## config.mk

```make
export PLATFORM = sky130hd
export DESIGN_NAME = mem_word_sequencer
export DESIGN_NICKNAME = d
export VERILOG_FILES = /design/src/rtl/mem_word_sequencer.sv
export SDC_FILE = /design/constraint.sdc
export NUM_CORES = 1
export LEC_CHECK = 0
export CORE_MARGIN = 10
export CORE_UTILIZATION = 39
export DETAILED_ROUTE_END_ITERATION = 6
export PLACE_DENSITY = 0.66
export RECOVER_POWER = 100
export SLEW_MARGIN = 15
export SYNTH_ARGS = -nofsm -noshare
export SYNTH_HDL_FRONTEND = slang
export SYNTH_SLANG_ARGS = --single-unit
```

## constraint.sdc

```tcl
create_clock -name clk -period 5.4 [get_ports clk]
set_input_delay 0.54 -clock clk [delete_from_list [all_inputs] [get_ports clk]]
set_output_delay 0.54 -clock clk [all_outputs]
set_load 0.01 [all_outputs]
```

## src/rtl/mem_word_sequencer.sv

```systemverilog
// Breaks one multi-byte word read/write into consecutive single-byte accesses
// on an 8-bit registered-read memory; read bytes assemble little-endian.
module mem_word_sequencer #(
  parameter int NBYTES = 4
) (
  input  logic                  clk,
  input  logic                  reset,
  input  logic                  req,
  input  logic                  we,
  input  logic [7:0]            addr,
  input  logic [8*NBYTES-1:0]   wdata,
  output logic [8*NBYTES-1:0]   rdata,
  output logic                  done,
  output logic                  busy,
  output logic                  memread,
  output logic                  memwrite,
  output logic [7:0]            adr,
  output logic [7:0]            writedata,
  input  logic [7:0]            memdata
);

  localparam int W = 8 * NBYTES;

  localparam logic [1:0] IDLE  = 2'd0;
  localparam logic [1:0] RD    = 2'd1;
  localparam logic [1:0] RTAIL = 2'd2;
  localparam logic [1:0] WR    = 2'd3;

  localparam logic [1:0] LAST = 2'(NBYTES - 1);

  logic [1:0]   state;
  logic [1:0]   cnt;
  logic [7:0]   base;
  logic [W-1:0] wdata_r;
  logic [W-1:0] asm_r;
  logic [W-1:0] rword;

  assign busy     = (state != IDLE);
  assign memread  = (state == RD);
  assign memwrite = (state == WR);

  // Address only driven while a strobe is active; wraps naturally at 8 bits.
  always_comb begin
    adr = 8'h00;
    if (state == RD || state == WR)
      adr = base + {6'b000000, cnt};
  end

  always_comb begin
    writedata = 8'h00;
    for (int i = 0; i < NBYTES; i++)
      if (state == WR && cnt == 2'(i))
        writedata = wdata_r[8*i +: 8];
  end

  // The last byte arrives in RTAIL and is merged directly into the result.
  always_comb begin
    rword = asm_r;
    rword[8*(NBYTES-1) +: 8] = memdata;
  end

  always_ff @(posedge clk) begin
    if (reset) begin
      state   <= IDLE;
      cnt     <= 2'd0;
      base    <= 8'h00;
      wdata_r <= '0;
      asm_r   <= '0;
      rdata   <= '0;
      done    <= 1'b0;
    end else begin
      done <= 1'b0;
      case (state)
        IDLE: begin
          if (req) begin
            base    <= addr;
            wdata_r <= wdata;
            cnt     <= 2'd0;
            state   <= we ? WR : RD;
          end
        end
        RD: begin
          // memdata lags the strobe by one cycle, so it belongs to lane cnt-1.
          for (int i = 0; i < NBYTES - 1; i++)
            if (cnt == 2'(i + 1))
              asm_r[8*i +: 8] <= memdata;
          if (cnt == LAST) begin
            cnt   <= 2'd0;
            state <= RTAIL;
          end else begin
            cnt <= cnt + 2'd1;
          end
        end
        RTAIL: begin
          rdata <= rword;
          done  <= 1'b1;
          cnt   <= 2'd0;
          state <= IDLE;
        end
        WR: begin
          if (cnt == LAST) begin
            done  <= 1'b1;
            cnt   <= 2'd0;
            state <= IDLE;
          end else begin
            cnt <= cnt + 2'd1;
          end
        end
        default: state <= IDLE;
      endcase
    end
  end

endmodule

```

=== Word level (Yosys, flattened, before mapping) ===
Index checks and enable logic that the tools add are counted.

* $add $sub $neg: 2
* Equality and inequality tests: 9
* Mux-type cells: 15
* Reduce and logical (&&, ||, !) cells: 14

{| class="wikitable"
|+ Operator list
! kind !! count
|-
| two-way mux 8 bit || 5
|-
| two-way mux 2 bit || 6
|-
| adder 8 x 2 -> 8 bit || 1
|-
| equality test 2 bit, second input constant || 4
|-
| one-hot mux 2 bit (4 select lines) || 1
|-
| AND reduction 2 bit || 4
|-
| one-hot mux 2 bit (3 select lines) || 1
|-
| equality test 2 x 1 -> 1 bit, second input constant || 2
|-
| logical AND 1 bit || 4
|-
| zero test 2 bit || 2
|-
| inequality test 2 x 1 -> 1 bit, second input constant || 2
|-
| AND reduction 3 bit || 1
|-
| adder 2 x 1 -> 2 bit, second input constant || 1
|-
| inequality test 2 bit, second input constant || 1
|-
| one-hot mux 1 bit (2 select lines) || 1
|-
| nonzero test 2 bit || 1
|-
| OR reduction 2 bit || 1
|-
| logical OR 1 bit || 1
|-
| two-way mux 1 bit || 1
|}

* Bits in registers: 101
* Input bits: 52
* Output and inout bits: 52
* Logic and storage cells: 49

=== Longest topological paths before layout ===
Gate-level depths: netlist of the first run.

* Depth in word-level cells: 6
* Mapped depth: 7
* Gate-level depth less buffers: 6

=== Worst setup path after synthesis of the first run ===
No wires, ideal clock.

* Kind: reg-to-output
* From: register cnt[0]
* To: output adr[6]
* Data required time: 4.860 ns
* Path buffers: 0
* Arrival time: 1.696 ns
* Cell stages (with the launch flop): 7
* Setup slack: 3.164 ns
* Cells stage by stage: dfxtp_1 ha_1 inv_1 fa_1 nand2b_1 or3_1 a21oi_1

* Word-level cells in the longest chain between the ends: 2

{| class="wikitable"
|+ Ends and longest elaborated chain
! what !! line !! RTL
|-
| start, declared || 32 || <nowiki>logic [1:0] cnt;</nowiki>
|-
| start signal, assigned || 91 || <nowiki>cnt <= cnt + 2'd1;</nowiki>
|-
| start signal, assigned || 106 || <nowiki>cnt <= cnt + 2'd1;</nowiki>
|-
| adder 8 x 2 -> 8 bit || 46 || <nowiki>adr = base + {6'b000000, cnt};</nowiki>
|-
| two-way mux 8 bit || 45 || <nowiki>if (state == RD || state == WR)</nowiki>
|-
| end, declared || 17 || <nowiki>output logic [7:0] adr,</nowiki>
|}

No other way between the ends.

=== Final worst setup path of the first run ===
* From: input reset
* To: register wdata_r[7]

{| class="wikitable"
|+ RTL lines
! what !! line !! RTL
|-
| start, declared || 7 || <nowiki>input logic reset,</nowiki>
|-
| end signal, assigned || 77 || <nowiki>wdata_r <= wdata;</nowiki>
|-
| end, declared || 34 || <nowiki>logic [W-1:0] wdata_r;</nowiki>
|}

No word-level cell between the ends.

==> results of run 1 <==
[state kept, by name, summed over array words and instances (netlist names)]
name and cells:
done 1, base 8, asm_r 24, cnt 2, wdata_r 32, state 2
rdata 32
[cell type report]
class / instances / area [um2] / share of cell area (%)
Timing Repair Buffer: 108 / 1060 / 19.5
Sequential cell: 101 / 2020 / 37.3
Clock inverter: 6 / 55.1 / 1.02
Multi-Input combinational cell: 317 / 1920 / 35.4
Clock buffer: 10 / 138 / 2.54
Tap cell: 136 / 170 / 3.14
Inverter: 16 / 60.1 / 1.11
[cell usage after synthesis, types with 3 or more instances]
| cell | instances | area share [%] |
|---|---|---|
| dfxtp_1 | 101 | 48 |
| nand2_1 | 75 | 6.7 |
| nor2_1 | 74 | 6.6 |
| mux2i_1 | 65 | 16 |
| a21oi_1 | 54 | 6.5 |
| inv_1 | 15 | 1.3 |
| clkbuf_1 | 14 | 1.3 |
| nand3b_1 | 12 | 2.2 |
| buf_2 | 11 | 1.3 |
| a221o_1 | 8 | 1.9 |
| ha_1 | 6 | 1.8 |
| buf_6 | 5 | 1.3 |
| buf_4 | 4 | 0.72 |
| nand2b_1 | 3 | 0.45 |
| nor4b_1 | 3 | 0.63 |
| xor2_1 | 3 | 0.63 |
[worst max-delay path: stages]
cell      delay [ns]
buf_2           0.07
clkbuf_1        3.01
nor2_1          0.25
[logic make-up (layout without fill, tap and decap cells)]
| kind of cell | count (synthesis) | after routing | share of synthesized area [%] |
|---|---|---|---|
| muxes | 65 | 65 | 15.5 |
| adders and majority gates | 7 | 7 | 2.27 |
| DFF | 101 | 101 | 48.3 |
| xor gates and xnor gates | 3 | 3 | 0.628 |
| buffers and inverters | 51 | 140 | 6.15 |
| and+or+nand+nor | 176 | 176 | 18.1 |
| AOI/OAI and AO/OA | 66 | 66 | 8.99 |
[layer usage]
layer	vias up	part of all wire [%]
met5	-	0
met4	0	1.3
met3	11	5.8
met2	66	47
met1	1577	45
li1	1720	-
[report_power, final]
part	internal (mW)	switching, mW
registers	0.772	0.0232
logic	0.0912	0.0846
clock network	0.189	0.275
[worst paths after layout]
kind | startpoint | end | slack (ns) | cells after the start
worst min register to register | asm_r[0] | rdata[0] | 0.44 | 2
worst max register to register | cnt[1] | asm_r[18] | 3.18 | 4
worst min-delay path | asm_r[0] | rdata[0] | 0.44 | 2
worst max-delay path | reset | wdata_r[7] | 1.52 | 3
[through the flow]
| stage | instance area [um2] | std cells | hold slack (ns) | setup slack, ns |
|---|---|---|---|---|
| 3_5_place_dp | 5230 | 678 | 0.445 | 2.61 |
| 6_report | 5420 | 694 | 0.445 | 1.52 |
| 3_3_place_gp | 5230 | 678 | 0.436 | 2.64 |
| 5_1_grt | 5420 | 694 | 0.468 | 1.15 |
| 2_1_floorplan | 4190 | 469 | 0.432 | 3.16 |
| 4_1_cts | 5430 | 694 | 0.452 | 2.19 |
==> results.md, run 1 <==
* Worst-margin pin slew at 4.34 ns
* CTS max path bufs at 2
* Share of the yosys chip area belonging to registers at 48.3%
* Core area at 10400 um2
* Setup violators final at 0
* DR vias/cell at 4.86
* Worst path required time at 5.45 ns
* Antenna violations before repair at 0
* Asr flop ratio synth at 0%
* Remaining antenna violation count at 0
* Worst slew margin at -189%
* CTS tree: built
* Pwr/cell area at 265 nW/um2
* Routed wire per std cell at 15.5 um
* Post-route core utilization at 52.0%
* Unique cell type count in the Yosys netlist at 30
* Crit path capture type: register
* Root buffer cell: clkbuf_8
* DRC marker count from the first detailed-route iteration at 151
* Synth Area per Inst at 8.93 um2
* Drt drc at 0
* Hold-fix buffers at CTS at 0
* Port bufs at 103
* Hold/Removal Path Class: reg2reg
* Post-Route WL at 10800 um
* Number of flops mapped to enable cells by yosys at 0
* Total negative slack at 0 ns
* Layout area overhead at 29.5%
* Die X at 124 um
* H-tree depth at 3
* Hpwl dp at 7830 um
* Mapped Area at 4190 um2
* YS warnings at 0
* Met3 Track Usage GR at 3.44%
* Worst Path Arrival at 3.93 ns
* Crit Path Max Fanout at 101
* Failing checks: capacitance limit, slew limit
* Die area at 15300 um2
* Most common cell after layout, fill and taps aside: dfxtp_1
* Commonest cells after routing, fill and taps aside: dfxtp_1 (101), nand2_1 (75), nor2_1 (74), mux2i_1 (65), a21oi_1 (54)
* Outcome: finished with violations
* Total GRT Usage at 14.0%
* Initial Utilization at 40.2%
* FMAX at 0.258 GHz
* Final #Nets at 612
* Mapped Nets at 528
* Die Y at 124 um
* Maximum vdd drop at 0.145 mV
* Post-CTS setup buffers at 0
* First-pass GRT wire length at 17200 um
* TritonCTS Sinks at 101
* RSZ-0062 raised after global routing: no
* Hold Violations, Final at 0
* P_leak at 2.29 nW
* Fin crit period at 3.88 ns
* CTS Buf Count at 9
* Fill cell count at 985
* #FFs+latches synth at 101
* Total chip power at 1.43 mW
* Max Cap Viol at 1
* RD Place Congestion at 0.829
* Std cell rows at 37
* Register clock-pin slew on the reported worst setup and hold paths at 0.11 ns
* Antenna Cells at 0
* Final Max Tran Viols at 102
* Met1 Use GR at 17.9%
* Cells after Synth at 469
* Layout cells sized above 1 at 4.48%
* Post-CTS Resized at 0
* Most used flip-flop cell after synthesis: dfxtp_1
* Vias in the first global route at 3293
* Final Cycle Share at 71.8%
* Worst Path Class, Setup: in2reg
* Worst setup SP type: input port
* Ports at 104
* Met2 GRT Util at 22.6%
* DRT Pass-1 Iters at 4
* Fin Clk Skew at 0.0154 ns
* Clk_lat worst skew at 0.36 ns
* Vias at 3374
* GRT busiest layer: met2
* Largest net degree at the start of global routing at 102
* GR Overflow Total at 0
No activity file was read; power rests on OpenSTA's default activity.
==> inputs of run 2 (changes only) <==
Clock period 5.4 ns to 3.8 ns, I/O delays scaled along.
==> results.md, run 2 (synthesis gave the netlist of run 1 again) <==
* Layout cells sized above 1 at 4.11%
* TritonCTS Sinks at 101
* H-tree depth at 3
* CTS tree: built
* Antenna Cells at 0
* Hold-fix buffers at CTS at 0
* Ports at 104
* FMAX at 0.323 GHz
* Drt drc at 0
* Final #Nets at 613
* Total GRT Usage at 14.2%
* Fin cells at 695
* Hold/Removal Path Class: in2reg
* Pwr/cell area at 384 nW/um2
* Total negative slack at 0 ns
* Outcome: finished with violations
* Most common cell after layout, fill and taps aside: dfxtp_1
* Fin crit period at 3.09 ns
* Biggest regs: rdata (32), wdata_r (32), asm_r (24)
* Area of the multi-input gates at 1910 um2
* Commonest cells after routing, fill and taps aside: dfxtp_1 (101), nand2_1 (75), nor2_1 (74), mux2i_1 (65), a21oi_1 (54)
* CTS Buf Count at 9
* Worst setup SP type: register
* Die Y at 124 um
* Fill cell count at 994
* Core area at 10400 um2
* Clk_lat worst skew at 0.36 ns
* RSZ-0062 raised after global routing: no
* Antenna violations before repair at 0
* Failing checks: capacitance limit, slew limit
* Post-CTS setup buffers at 0
* Std cell rows at 37
* Setup violators final at 0
* Crit Path Max Fanout at 5
* DP Worst Slack at 1.14 ns
* Die area at 15300 um2
* Worst path required time at 3.42 ns
* Die X at 124 um
* Placed Cells at 679
* First-pass GRT wire length at 17500 um
* DR vias/cell at 4.89
* Vias in the first global route at 3432
* Post-route core utilization at 52.1%
* Hpwl dp at 7850 um
* Worst Path Arrival at 2.71 ns
* Initial Utilization at 40.2%
* RD Place Congestion at 0.801
* Routed wire per std cell at 15.4 um
* CTS max path bufs at 2
* Reg area at 2020 um2
* Fin Clk Skew at 0.0141 ns
* Root buffer cell: clkbuf_8
* Post-Route WL at 10700 um
* Vias at 3397
* DRC marker count from the first detailed-route iteration at 200
* Final Max Tran Viols at 28
* Worst slew margin at -29.3%
* Hold Violations, Final at 0
* Total chip power at 2.08 mW
* Post-CTS Resized at 0
* Layout area overhead at 29.5%
* Worst Path Class, Setup: reg2out
* Worst-margin pin slew at 1.94 ns
* P_leak at 2.29 nW
* WHS at 0.418 ns
* DRT Pass-1 Iters at 4
* Maximum vdd drop at 0.265 mV
* Largest net degree at the start of global routing at 51
* Remaining antenna violation count at 0
* Crit path capture type: output port
* Port bufs at 103
* Final worst setup slack at 0.706 ns
* Max Cap Viol at 1
* Register clock-pin slew on the reported worst setup and hold paths at 0.11 ns
* Final Cycle Share at 81.4%
* Dpl cell area at 5240 um2
* Finished Cell Area at 5420 um2
* GR Overflow Total at 0
## run 2: cell count changes in the layout (fill, tap and decap cells not counted)
cell,previous run,this run
buf_4,4,3
bufinv_16,0,1
clkbuf_1,1,3
clkbuf_8,10,9
clkinv_2,0,1
clkinv_4,1,0
nor3b_1,1,2
nor3b_4,1,0
## run 2: worst max-delay path, stage by stage (launching register included)
cell	delay, ns
dfxtp_1	0.41
ha_1	0.19
inv_1	0.06
fa_1	0.41
nand2b_1	0.17
or3_1	0.34
a21oi_1	0.16
dlygate4sd3_1	0.62
## run 2: power by group
group,leakage (nW),internal [mW],switching [mW],total (mW)
logic,1.37,0.130,0.121,0.251
clock network,0.0997,0.315,0.387,0.702
registers,0.821,1.10,0.0309,1.13
total,2.29,1.54,0.539,2.08
## run 2: area by class of cell
| class | instances | area share [%] |
|---|---|---|
| clock buffer | 9 | 2.28 |
| clock inverter | 7 | 1.50 |
| inverter | 16 | 1.11 |
| multi-input combinational | 317 | 35.1 |
| sequential | 101 | 37.3 |
| tap | 136 | 3.14 |
| timing repair buffer | 109 | 19.5 |
## run 2: routing by layer
metal / share of wire, % / GRT usage (%)
met4: 1.4 / 5.24
met2: 47 / 22.4
met1: 46 / 18.4
met5: 0 / 0
met3: 6.3 / 3.53
## run 2: worst paths after layout
check             cells after the start  slack [ns]          to  startpoint
hold / removal                        2        0.42   asm_r[19]       reset
hold reg to reg                       2        0.45   rdata[18]   rdata[18]
setup / recovery                      7        0.71      adr[6]      cnt[0]
setup reg to reg                      4        1.03  wdata_r[9]    state[0]
==> inputs of run 3 (changes only) <==
Clock period 3.8 ns to 2.95 ns, I/O delays scaled along.
==> results.md, run 3 (synthesis gave the netlist of run 1 again) <==
* Layout cells sized above 1 at 4.47%
* DRC marker count from the first detailed-route iteration at 198
* Post-Route WL at 10700 um
* Setup violators final at 0
* Commonest cells after routing, fill and taps aside: dfxtp_1 (100), nand2_1 (75), nor2_1 (74), mux2i_1 (65), a21oi_1 (54)
* Post-route core utilization at 51.9%
* Crit path capture type: output port
* Vias at 3365
* Levels on crit path at 6
* RD Place Congestion at 0.780
* Crit-path most repeated cell: a21oi_1
* Critical Path Sink: writedata[2]
* Register clock-pin slew on the reported worst setup and hold paths at 0.09 ns
* Antenna Cells at 0
* Drt drc at 0
* H-tree depth at 3
* Worst r2r path cells at 5
* Hpwl dp at 7720 um
* Cells along the critical path: inv_1 > ha_2 > a21oi_1 > a221o_1 > a21oi_1 > dlygate4sd3_1
* Clk_lat worst skew at 0.36 ns
* Critical Path Slowest Stage Cell: dlygate4sd3_1
* Remaining antenna violation count at 0
* Fin Clk Skew at 0.0132 ns
* Hold path cells at 2
* Worst setup SP type: register
* Maximum vdd drop at 0.198 mV
* DRT Pass-1 Iters at 5
* Highest cell delay on the worst timing path at 0.63 ns
* Hold-fix buffers at CTS at 0
* Die area at 15300 um2
* Capturing point of the worst reg2reg path: rdata[10]
* CTS max path bufs at 2
* Total GRT Usage at 14.0%
* Antenna violations before repair at 0
* Final Cycle Share at 93.1%
* RSZ-0062 raised after global routing: no
* Max Cap Viol at 0
* Worst slew margin at 2.66%
* Final Max Tran Viols at 0
* Root buffer cell: clkbuf_8
* Die X at 124 um
* CTS tree: built
* Initial Utilization at 40.2%
* Worst path required time at 2.65 ns
* TritonCTS Sinks at 101
* Top cell family by delay on the critical path: buffers and inverters
* CP Buf/Inv Count at 2
* Crit Path Max Fanout at 17
* GR Overflow Total at 0
* Vias in the first global route at 3385
* Ports at 104
* Core area at 10400 um2
* DR vias/cell at 4.84
* Layout area overhead at 29.0%
* Outcome: complete, no violations
* Worst Path Class, Setup: reg2out
* Most common cell after layout, fill and taps aside: dfxtp_1
* First-pass GRT wire length at 17000 um
* Std cell rows at 37
* R2r setup slk at 0.48 ns
* Fin crit period at 2.75 ns
* CTS Buf Count at 9
* Final #Nets at 613
* Total negative slack at 0 ns
* FMAX at 0.364 GHz
* Die Y at 124 um
* Worst-margin pin slew at 1.46 ns
* Largest net degree at the start of global routing at 69
* Port bufs at 103
* Hold/Removal Path Class: reg2reg
* Routed wire per std cell at 15.4 um
* Pwr/cell area at 477 nW/um2
* P_leak at 2.26 nW
* Crit Reg-Reg Startpoint: state[0]
* Hold Violations, Final at 0
* Crit path from: cnt[1]
* Worst Path Arrival at 2.45 ns
* Biggest regs: rdata (32), wdata_r (32), asm_r (24)
## run 3: changes by cell type in the layout (fill, tap and decap cells not counted), sizes merged
cell and delta:
dlygate4sd3 -2, buf -1, bufinv -1, inv -1, clkinv +1, clkbuf +3, clkdlybuf4s50 +1
## run 3: layout make-up
type,instances,area (um2)
fill,1007,5010
sequential,101,2020
multi-input combinational,317,1910
timing repair buffer,109,1060
tap,136,170
clock buffer,10,128
inverter,16,60.1
clock inverter,6,46.3
## run 3: timing repair
action,in CTS,in global routing
endpoints found under the setup margin,0,9
resized for setup,0,5
buffers inserted,0,0
## run 3: power breakdown
group	total (mW)	switching [mW]	internal (mW)
clock network	0.802	0.489	0.314
logic	0.327	0.160	0.167
registers	1.45	0.0350	1.41
total	2.58	0.684	1.89
## run 3: tightest hold or removal path, delay by kind of cell, from the launching register on
kind,cells,cell delay (ns)
AOI/OAI and AO/OA,1,0.05
and+or+nand+nor,1,0.05
DFF,1,0.32
## run 3: worst min-delay path by stage
stage                          start        end
after floorplan           memdata[0]  rdata[24]
after global placement      asm_r[6]   rdata[6]
after detailed placement   asm_r[17]  rdata[17]
after CTS                  asm_r[17]  rdata[17]
after global routing        asm_r[1]   rdata[1]
final                      asm_r[17]  rdata[17]
## run 3: routing by layer
layer	part of all wire, %	global-route usage (%)	vias to the layer above
met5	0	0	-
met4	1.1	4.37	0
met3	5.7	3.98	8
met2	48	22.6	62
met1	45	17.7	1572
li1	-	-	1723
## run 3: through the flow
stage	std cells	power, mW	area (um2)	hold slack (ns)	setup slack [ns]
after floorplan	469	1.67	4190	0.431	0.959
after global placement	679	1.81	5250	0.436	0.443
after detailed placement	679	1.82	5250	0.445	0.413
after CTS	695	2.61	5430	0.458	0.00386
after global routing	695	2.70	5400	0.482	0.0407
final	695	2.58	5400	0.455	0.202
